$ cat src/rtl/shift_sequencer.sv
// Multi-cycle shift controller: splits a large shift amount into legal passes
// through one new_nbit_shift instance and re-circulates the result until done.

module new_nbit_shift #(
  parameter int WIDTH = 4,
  parameter int OP    = 0
) (
  input  logic [WIDTH-1:0] in,
  input  logic [WIDTH-1:0] shift,
  output logic [WIDTH-1:0] out,
  output logic [WIDTH-1:0] overflow
);

  logic [WIDTH-3:0]   amt_s;
  logic               fill_bit_s;
  logic [2*WIDTH-1:0] wide_s;
  logic [WIDTH-1:0]   fill_mask_s;

  // Shift word is {fill, amount, dir}; bits pushed off the end land in overflow
  always_comb begin
    amt_s = shift[WIDTH-2:1];
    if ((OP == 1) && shift[0]) begin
      fill_bit_s = in[WIDTH-1];
    end else begin
      fill_bit_s = shift[WIDTH-1];
    end
    if (shift[0]) begin
      wide_s      = {in, {WIDTH{1'b0}}} >> amt_s;
      fill_mask_s = ~({WIDTH{1'b1}} >> amt_s);
      out         = wide_s[2*WIDTH-1:WIDTH] | ({WIDTH{fill_bit_s}} & fill_mask_s);
      overflow    = wide_s[WIDTH-1:0];
    end else begin
      wide_s      = {{WIDTH{1'b0}}, in} << amt_s;
      fill_mask_s = ~({WIDTH{1'b1}} << amt_s);
      out         = wide_s[WIDTH-1:0] | ({WIDTH{fill_bit_s}} & fill_mask_s);
      overflow    = wide_s[2*WIDTH-1:WIDTH];
    end
  end

endmodule

module shift_sequencer #(
  parameter int WIDTH = 4,
  parameter int OP    = 0,
  parameter int AMT_W = 8
) (
  input  logic             clk,
  input  logic             rst_n,
  input  logic             req_valid,
  output logic             req_ready,
  input  logic [WIDTH-1:0] req_data,
  input  logic             req_dir,
  input  logic             req_fill,
  input  logic [AMT_W-1:0] req_amt,
  output logic             rsp_valid,
  input  logic             rsp_ready,
  output logic [WIDTH-1:0] rsp_data,
  output logic [WIDTH-1:0] rsp_ovf,
  output logic             busy
);

  typedef enum logic [1:0] {
    ST_IDLE  = 2'd0,
    ST_SHIFT = 2'd1,
    ST_DONE  = 2'd2
  } state_t;

  localparam logic [AMT_W-1:0] STEP_LEFT  = AMT_W'(WIDTH - 1);
  localparam logic [AMT_W-1:0] STEP_RIGHT = AMT_W'(WIDTH / 2);

  state_t           state_r, state_next_s;
  logic [WIDTH-1:0] data_r, ovf_r;
  logic             dir_r, fill_r;
  logic [AMT_W-1:0] rem_r;
  logic [AMT_W-1:0] max_step_s, chunk_s, rem_next_s;
  logic [WIDTH-1:0] shift_word_s, shift_out_s, shift_ovf_s;

  // Pass chunk is the smaller of what is left and the per-direction limit
  always_comb begin
    if (dir_r) begin
      max_step_s = STEP_RIGHT;
    end else begin
      max_step_s = STEP_LEFT;
    end
    if (rem_r < max_step_s) begin
      chunk_s = rem_r;
    end else begin
      chunk_s = max_step_s;
    end
    rem_next_s   = rem_r - chunk_s;
    shift_word_s = {fill_r, chunk_s[WIDTH-3:0], dir_r};
  end

  new_nbit_shift #(
    .WIDTH (WIDTH),
    .OP    (OP)
  ) u_shift (
    .in       (data_r),
    .shift    (shift_word_s),
    .out      (shift_out_s),
    .overflow (shift_ovf_s)
  );

  // State register
  always_ff @(posedge clk or negedge rst_n) begin
    if (!rst_n) begin
      state_r <= ST_IDLE;
    end else begin
      state_r <= state_next_s;
    end
  end

  // Next-state logic
  always_comb begin
    state_next_s = state_r;
    case (state_r)
      ST_IDLE: begin
        if (req_valid) begin
          if (req_amt == {AMT_W{1'b0}}) begin
            state_next_s = ST_DONE;
          end else begin
            state_next_s = ST_SHIFT;
          end
        end else begin
          state_next_s = ST_IDLE;
        end
      end
      ST_SHIFT: begin
        if (rem_next_s == {AMT_W{1'b0}}) begin
          state_next_s = ST_DONE;
        end else begin
          state_next_s = ST_SHIFT;
        end
      end
      ST_DONE: begin
        if (rsp_ready) begin
          state_next_s = ST_IDLE;
        end else begin
          state_next_s = ST_DONE;
        end
      end
      default: state_next_s = ST_IDLE;
    endcase
  end

  // Handshake and status outputs decoded from the state register
  always_comb begin
    req_ready = 1'b0;
    rsp_valid = 1'b0;
    busy      = 1'b0;
    case (state_r)
      ST_IDLE:  req_ready = 1'b1;
      ST_SHIFT: busy      = 1'b1;
      ST_DONE: begin
        rsp_valid = 1'b1;
        busy      = 1'b1;
      end
      default: req_ready = 1'b0;
    endcase
  end

  // Working registers: latch on accept, re-circulate the shifter output each pass
  always_ff @(posedge clk or negedge rst_n) begin
    if (!rst_n) begin
      data_r <= {WIDTH{1'b0}};
      ovf_r  <= {WIDTH{1'b0}};
      dir_r  <= 1'b0;
      fill_r <= 1'b0;
      rem_r  <= {AMT_W{1'b0}};
    end else begin
      case (state_r)
        ST_IDLE: begin
          if (req_valid) begin
            data_r <= req_data;
            ovf_r  <= {WIDTH{1'b0}};
            dir_r  <= req_dir;
            fill_r <= req_fill;
            rem_r  <= req_amt;
          end
        end
        ST_SHIFT: begin
          data_r <= shift_out_s;
          ovf_r  <= ovf_r | shift_ovf_s;
          rem_r  <= rem_next_s;
        end
        default: rem_r <= rem_r;
      endcase
    end
  end

  assign rsp_data = data_r;
  assign rsp_ovf  = ovf_r;

endmodule
$ cat config.mk
export PLATFORM = sky130hd
export DESIGN_NAME = shift_sequencer
export DESIGN_NICKNAME = d
export VERILOG_FILES = /design/src/rtl/shift_sequencer.sv
export SDC_FILE = /design/constraint.sdc
export NUM_CORES = 1
export LEC_CHECK = 0
export BUFFER_PORTS_ARGS = -buffer_cell sky130_fd_sc_hd__buf_2
export CAP_MARGIN = 10
export CORE_MARGIN = 5
export CORE_UTILIZATION = 45
export CTS_CLUSTER_SIZE = 16
export DETAILED_ROUTE_END_ITERATION = 8
export PLACE_DENSITY = 0.71
export SETUP_SLACK_MARGIN = 0.15
export SLEW_MARGIN = 20
export SYNTH_ARGS = -nofsm -noshare
export SYNTH_HDL_FRONTEND = slang
export SYNTH_SLANG_ARGS = --single-unit
$ cat constraint.sdc
create_clock -name clk -period 6.2 [get_ports clk]
set_clock_uncertainty 0.1 [all_clocks]
set_input_delay 0.62 -clock clk [delete_from_list [all_inputs] [get_ports clk]]
set_output_delay 0.62 -clock clk [all_outputs]
set_load 0.1 [all_outputs]
After elaboration in Yosys (flattened, before gate mapping). Index checks and enable logic that the tools add are counted.

Magnitude comparators: 1. Shifts and indexed selects: 4. Add/subtract/negate cells: 1. Equality and inequality tests: 3. Bitwise operators: 7. Multiplexer cells: 18. Reductions and logical operators: 7.

Operators with widths (count): logical NOT 8 bit (2); 2-to-1 mux 4 bit (4); 2-to-1 mux 8 bit (2); case mux 4 bit (2 select lines) (2); case mux 8 bit (2 select lines) (1); OR 4 bit (3); bitwise AND 4 bit (2); less-than comparator 8 bit (1); 2-to-1 mux 2 bit (4); NOT 4 bit (2); left shift 4 x 2 -> 8 bit (1); right shift 8 x 2 -> 8 bit (1); subtractor 8 bit (1); case mux 2 bit (3 select lines) (1); 2-to-1 mux 1 bit (4); AND reduction 2 bit (2); left shift 4 x 2 -> 4 bit, first input constant (1); right shift 4 x 2 -> 4 bit, first input constant (1); equality test 2 x 1 -> 1 bit, second input constant (1); equality test 2 bit, second input constant (1); logical NOT 2 bit (1); inequality test 2 bit, second input constant (1); nonzero test 2 bit (1); OR reduction 2 bit (1).

Register bits after elaboration: 20. Output and inout bits: 11. Bits of input ports: 18.

Logic depth before layout (Yosys ltp).
Depth after elaboration: 9. Mapped depth: 11.

Cells and area by module. A second synthesis with hierarchy kept.

Cell total of the unflattened synthesis: 172. Area, all modules: 1540.2 um^2.

By module, submodules not included: shift_sequencer (times used 1, cells an instance 135, area an instance 1253.7 um^2); new_nbit_shift (times used 1, cells an instance 37, area an instance 286.5 um^2).

Least setup slack after synthesis. Ideal clock, no wire load.

Path kind: register to register. Start: reg rem_r[2]. End: reg state_r[0]. Clock period less this slack: 2.782 ns. Setup time: 0.119 ns. Arrival: 2.563 ns. Path slack: 3.418 ns. Cell stages (with the launch flop): 12. Cells stage by stage: dfrtp_1 buf_2 nor4_1 nand2_1 a21boi_0 ha_1 inv_1 ha_1 nand2b_1 a2111oi_2 a31oi_1 o21ba_2.

Word-level cells in the longest chain between the ends: 6.

Ends and longest elaborated chain: start, declared (RTL line 74) `logic [AMT_W-1:0] rem_r;`; start signal, assigned (RTL line 169) `rem_r <= {AMT_W{1'b0}};`; start signal, assigned (RTL line 178) `rem_r <= req_amt;`; start signal, assigned (RTL line 184) `rem_r <= rem_next_s;`; less-than comparator 8 bit (RTL line 85) `if (rem_r < max_step_s) begin`; 2-to-1 mux 8 bit (RTL line 85); subtractor 8 bit * (RTL line 90) `rem_next_s = rem_r - chunk_s;`; logical NOT 8 bit * (RTL line 129) `if (rem_next_s == {AMT_W{1'b0}}) begin`; 2-to-1 mux 2 bit * (RTL line 129); case mux 2 bit (3 select lines) * (RTL line 116) `case (state_r)`; named net state_next_s[0] (RTL line 71) `state_t state_r, state_next_s;`; end signal, assigned (RTL line 109) `state_r <= state_next_s;`; end, declared (RTL line 71).

Mark *: on every way through the listed nets, which the timed path passes. The rest lies on a longest branch. A chain may end at the register's enable or synchronous reset.

Worst setup path in the final report. Same ends and word-level chain as after synthesis.

==> impl_metrics.env <==
export IMPL_status="completed"
export IMPL_final_cells=256
export IMPL_critPathBufInv=1
export IMPL_fillCellCount=355
export IMPL_ctsHtreeMaxLevel=1
export IMPL_cts_buffers=3
export IMPL_regArea_sq_um=500
export IMPL_synth_top_area_share_pct=30.7
export IMPL_hold_path_class="input port to asynchronous set/reset pin"
export IMPL_postSynth_asyncResetShare_pct=100
export IMPL_setup_violations=0
export IMPL_antenna_found_initial=0
export IMPL_avgSynthCellArea_sq_um=8.44
export IMPL_fin_nets=236
export IMPL_synth_edf_count=0
export IMPL_path_class="flop to flop"
export IMPL_synth_top_flop_cell="dfrtp_1"
export IMPL_syn_num_nets=217
export IMPL_yosys_area_top_type="dfrtp_1"
export IMPL_row_count=21
export IMPL_cts_resized=0
export IMPL_place_inst=253
export IMPL_rsz0062_at_grt="no"
export IMPL_insertion_delay_ns=0.31
export IMPL_syn_cell_area_sq_um=1630
export IMPL_post_drt_wl_per_cell_um=16.1
export IMPL_die_h_um=70.2
export IMPL_holdBufCountCts=0
export IMPL_dp_final_hpwl_mm=3.00
export IMPL_gp_congestion=0.869
export IMPL_synth_cell_types=51
export IMPL_drive_gt1_share_pct=20.0
export IMPL_drc=0
export IMPL_postCtsSetupRepairBufs=0
export IMPL_root_buffer="clkbuf_4"
export IMPL_cts_sinks=20
export IMPL_hold_viol=0
export IMPL_path_clk_slew_ns=0.12
export IMPL_startpoint_type="flop"
export IMPL_cts_tree="yes"
export IMPL_grt_start_max_net_pins=30
export IMPL_drv_slew=0
export IMPL_first_pass_iters=4
export IMPL_design_die_area_sq_um=4920
export IMPL_path_cells="nor4_1 > nand2_1 > a21boi_0 > ha_1 > inv_1 > ha_1 > nand2b_1 > a2111oi_2 > a31oi_1 > o21ba_2"
export IMPL_crit_path_end_kind="flop"
export IMPL_ys_ff_latch=20
export IMPL_gr_total_overflow=0
export IMPL_synth_seq_area_share_pct=30.7
export IMPL_fin_crit_sh_pct=52.0
export IMPL_critPathMostFrequentCell="ha_1"
export IMPL_worstMarginPinSlew_ns=0.721
export IMPL_grt_pass1_wl_mm=7.20
export IMPL_multi_input_area_sq_um=1020
export IMPL_fp_coreArea_sq_um=3420
export IMPL_area_growth_pct=9.37
export IMPL_top_level_ports=29
export IMPL_drtIter0Drc=181
export IMPL_path_delay_family="compound AO/OA/AOI/OAI gates"
export IMPL_routed_wl_mm=4.13
export IMPL_timing_final_crit_period_ns=3.22
export IMPL_clock_path_buffers=2
export IMPL_slowest_stage="dfrtp_1"
export IMPL_ant_nets=0
export IMPL_crit_fanout=13
export IMPL_synth_area_leaders="dfrtp_1 31%, mux2i_1 5.5%, a21oi_1 5.2%"
export IMPL_max_freq_mhz=310
export IMPL_via_count=1580
export IMPL_port_buffers=28
export IMPL_arrival_ns=3.34
export IMPL_cp_required_ns=6.32
export IMPL_vias_per_cell=6.17
export IMPL_slew_limit_headroom_pct=51.0
export IMPL_grt_pass1_vias=1529
export IMPL_crit_path_max_incr_delay_ns=0.54
export IMPL_start_util_pct=47.7
export IMPL_diodes=0
export IMPL_die_x_um=70.2
export IMPL_fin_tns_setup_ns=0
export IMPL_synthCells=193
export IMPL_grt_util_all_layers_pct=17.7
export IMPL_maxCapViolations=0
export IMPL_yosys_warnings=0
per-layer routing:
layer  GRT usage [%]  part of all wire [%]
met3            3.30                   6.4
met4            5.74                   2.1
met2            29.1                    48
met5               0                     0
met1            23.5                    43
cell type report:
class	count	area share (%)
clock buffers	3	1.26
inverters	8	1.69
multi-input cells	149	57.0
flip-flops and latches	20	28.1
well taps	46	3.23
repair buffers	30	8.71
synth_stat cells, types with 2 or more instances:
master,instances
dfrtp_1,20
nand2_1,18
a21oi_1,17
o21ai_0,12
mux2i_1,9
inv_1,8
nor2_1,8
clkbuf_1,7
nor3_1,7
ha_1,6
nor4_1,6
a31oi_1,4
nand2b_1,4
o22a_1,4
o31ai_1,4
or3_1,4
a211oi_1,3
a32o_1,3
buf_2,3
mux2_2,3
a2111o_1,2
a2111oi_0,2
a21boi_0,2
and2_1,2
buf_1,2
buf_4,2
buf_6,2
nand3_1,2
nand4_1,2
nor2b_1,2
o2111ai_1,2
o21a_1,2
kinds of logic after synthesis:
| logic type | synth area share, % |
|---|---|
| buf+inv | 7.14 |
| fa+ha+maj | 4.61 |
| xor+xnor | 0.538 |
| mux | 7.60 |
| flops | 30.7 |
| compound gates | 29.9 |
| simple gates | 19.5 |
registers in the layout, summed over array words and instances (netlist names):
signal	cells
state_r	2
fill_r	1
rsp_data	4
rsp_ovf	4
dir_r	1
rem_r	8
through the flow:
step                cell area [sq um]  util (%)  hold WS (ns)  setup WS [ns]
finish                           1780      52.2         0.141           2.98
floorplan                        1630         -         0.224           3.42
global placement                 1760      51.4         0.396           3.23
global route                     1780      52.2         0.167           2.67
CTS                              1780      52.2         0.163           3.02
detailed placement               1760      51.5         0.399           3.07
worst paths after layout:
path                                         from                 endpoint  slack [ns]  cells after the start
hold / removal                              rst_n  rsp_data[0]$_DFFE_PN0P_        0.14                      1
min in group clk           rsp_ovf[3]$_DFFE_PN0P_   rsp_ovf[3]$_DFFE_PN0P_        0.42                      2
max in group asynchronous                   rst_n     state_r[1]$_DFF_PN0_        5.54                      1
setup reg to reg             rem_r[2]$_DFFE_PN0P_     state_r[0]$_DFF_PN0_        2.98                     10
setup / recovery             rem_r[2]$_DFFE_PN0P_     state_r[0]$_DFF_PN0_        2.98                     10
hold reg to reg            rsp_ovf[3]$_DFFE_PN0P_   rsp_ovf[3]$_DFFE_PN0P_        0.42                      2
cells in the final DEF, fill, tap and decap left out, drive strengths merged, types with 2 or more instances in the layout:
cell	count
a2111oi	3
nand2	18
nor2	8
ha	6
inv	8
nor4	6
a31oi	4
a2111o	2
buf	30
nor3	7
o2111ai	2
o21ai	12
a21oi	17
nand4	2
a32o	3
or4	2
a21boi	2
and2	2
a211oi	4
or3	5
nor2b	2
o22a	4
o31ai	4
dfrtp	20
clkbuf	3
nand3	2
mux2	3
mux2i	9
nand2b	4
o21a	2
worst reg2reg max path, cell delays in order, from the launching register on:
cell and delay, ns:
dfrtp_1 0.54, nor4_1 0.52, nand2_1 0.23, a21boi_0 0.30
ha_1 0.25, inv_1 0.08, ha_1 0.28, nand2b_1 0.16
a2111oi_2 0.34, a31oi_1 0.13, o21ba_2 0.20
Power is left out: the tool's default activity adds up to more than one toggle a clock period on the data nets, which glitch-free logic cannot reach.
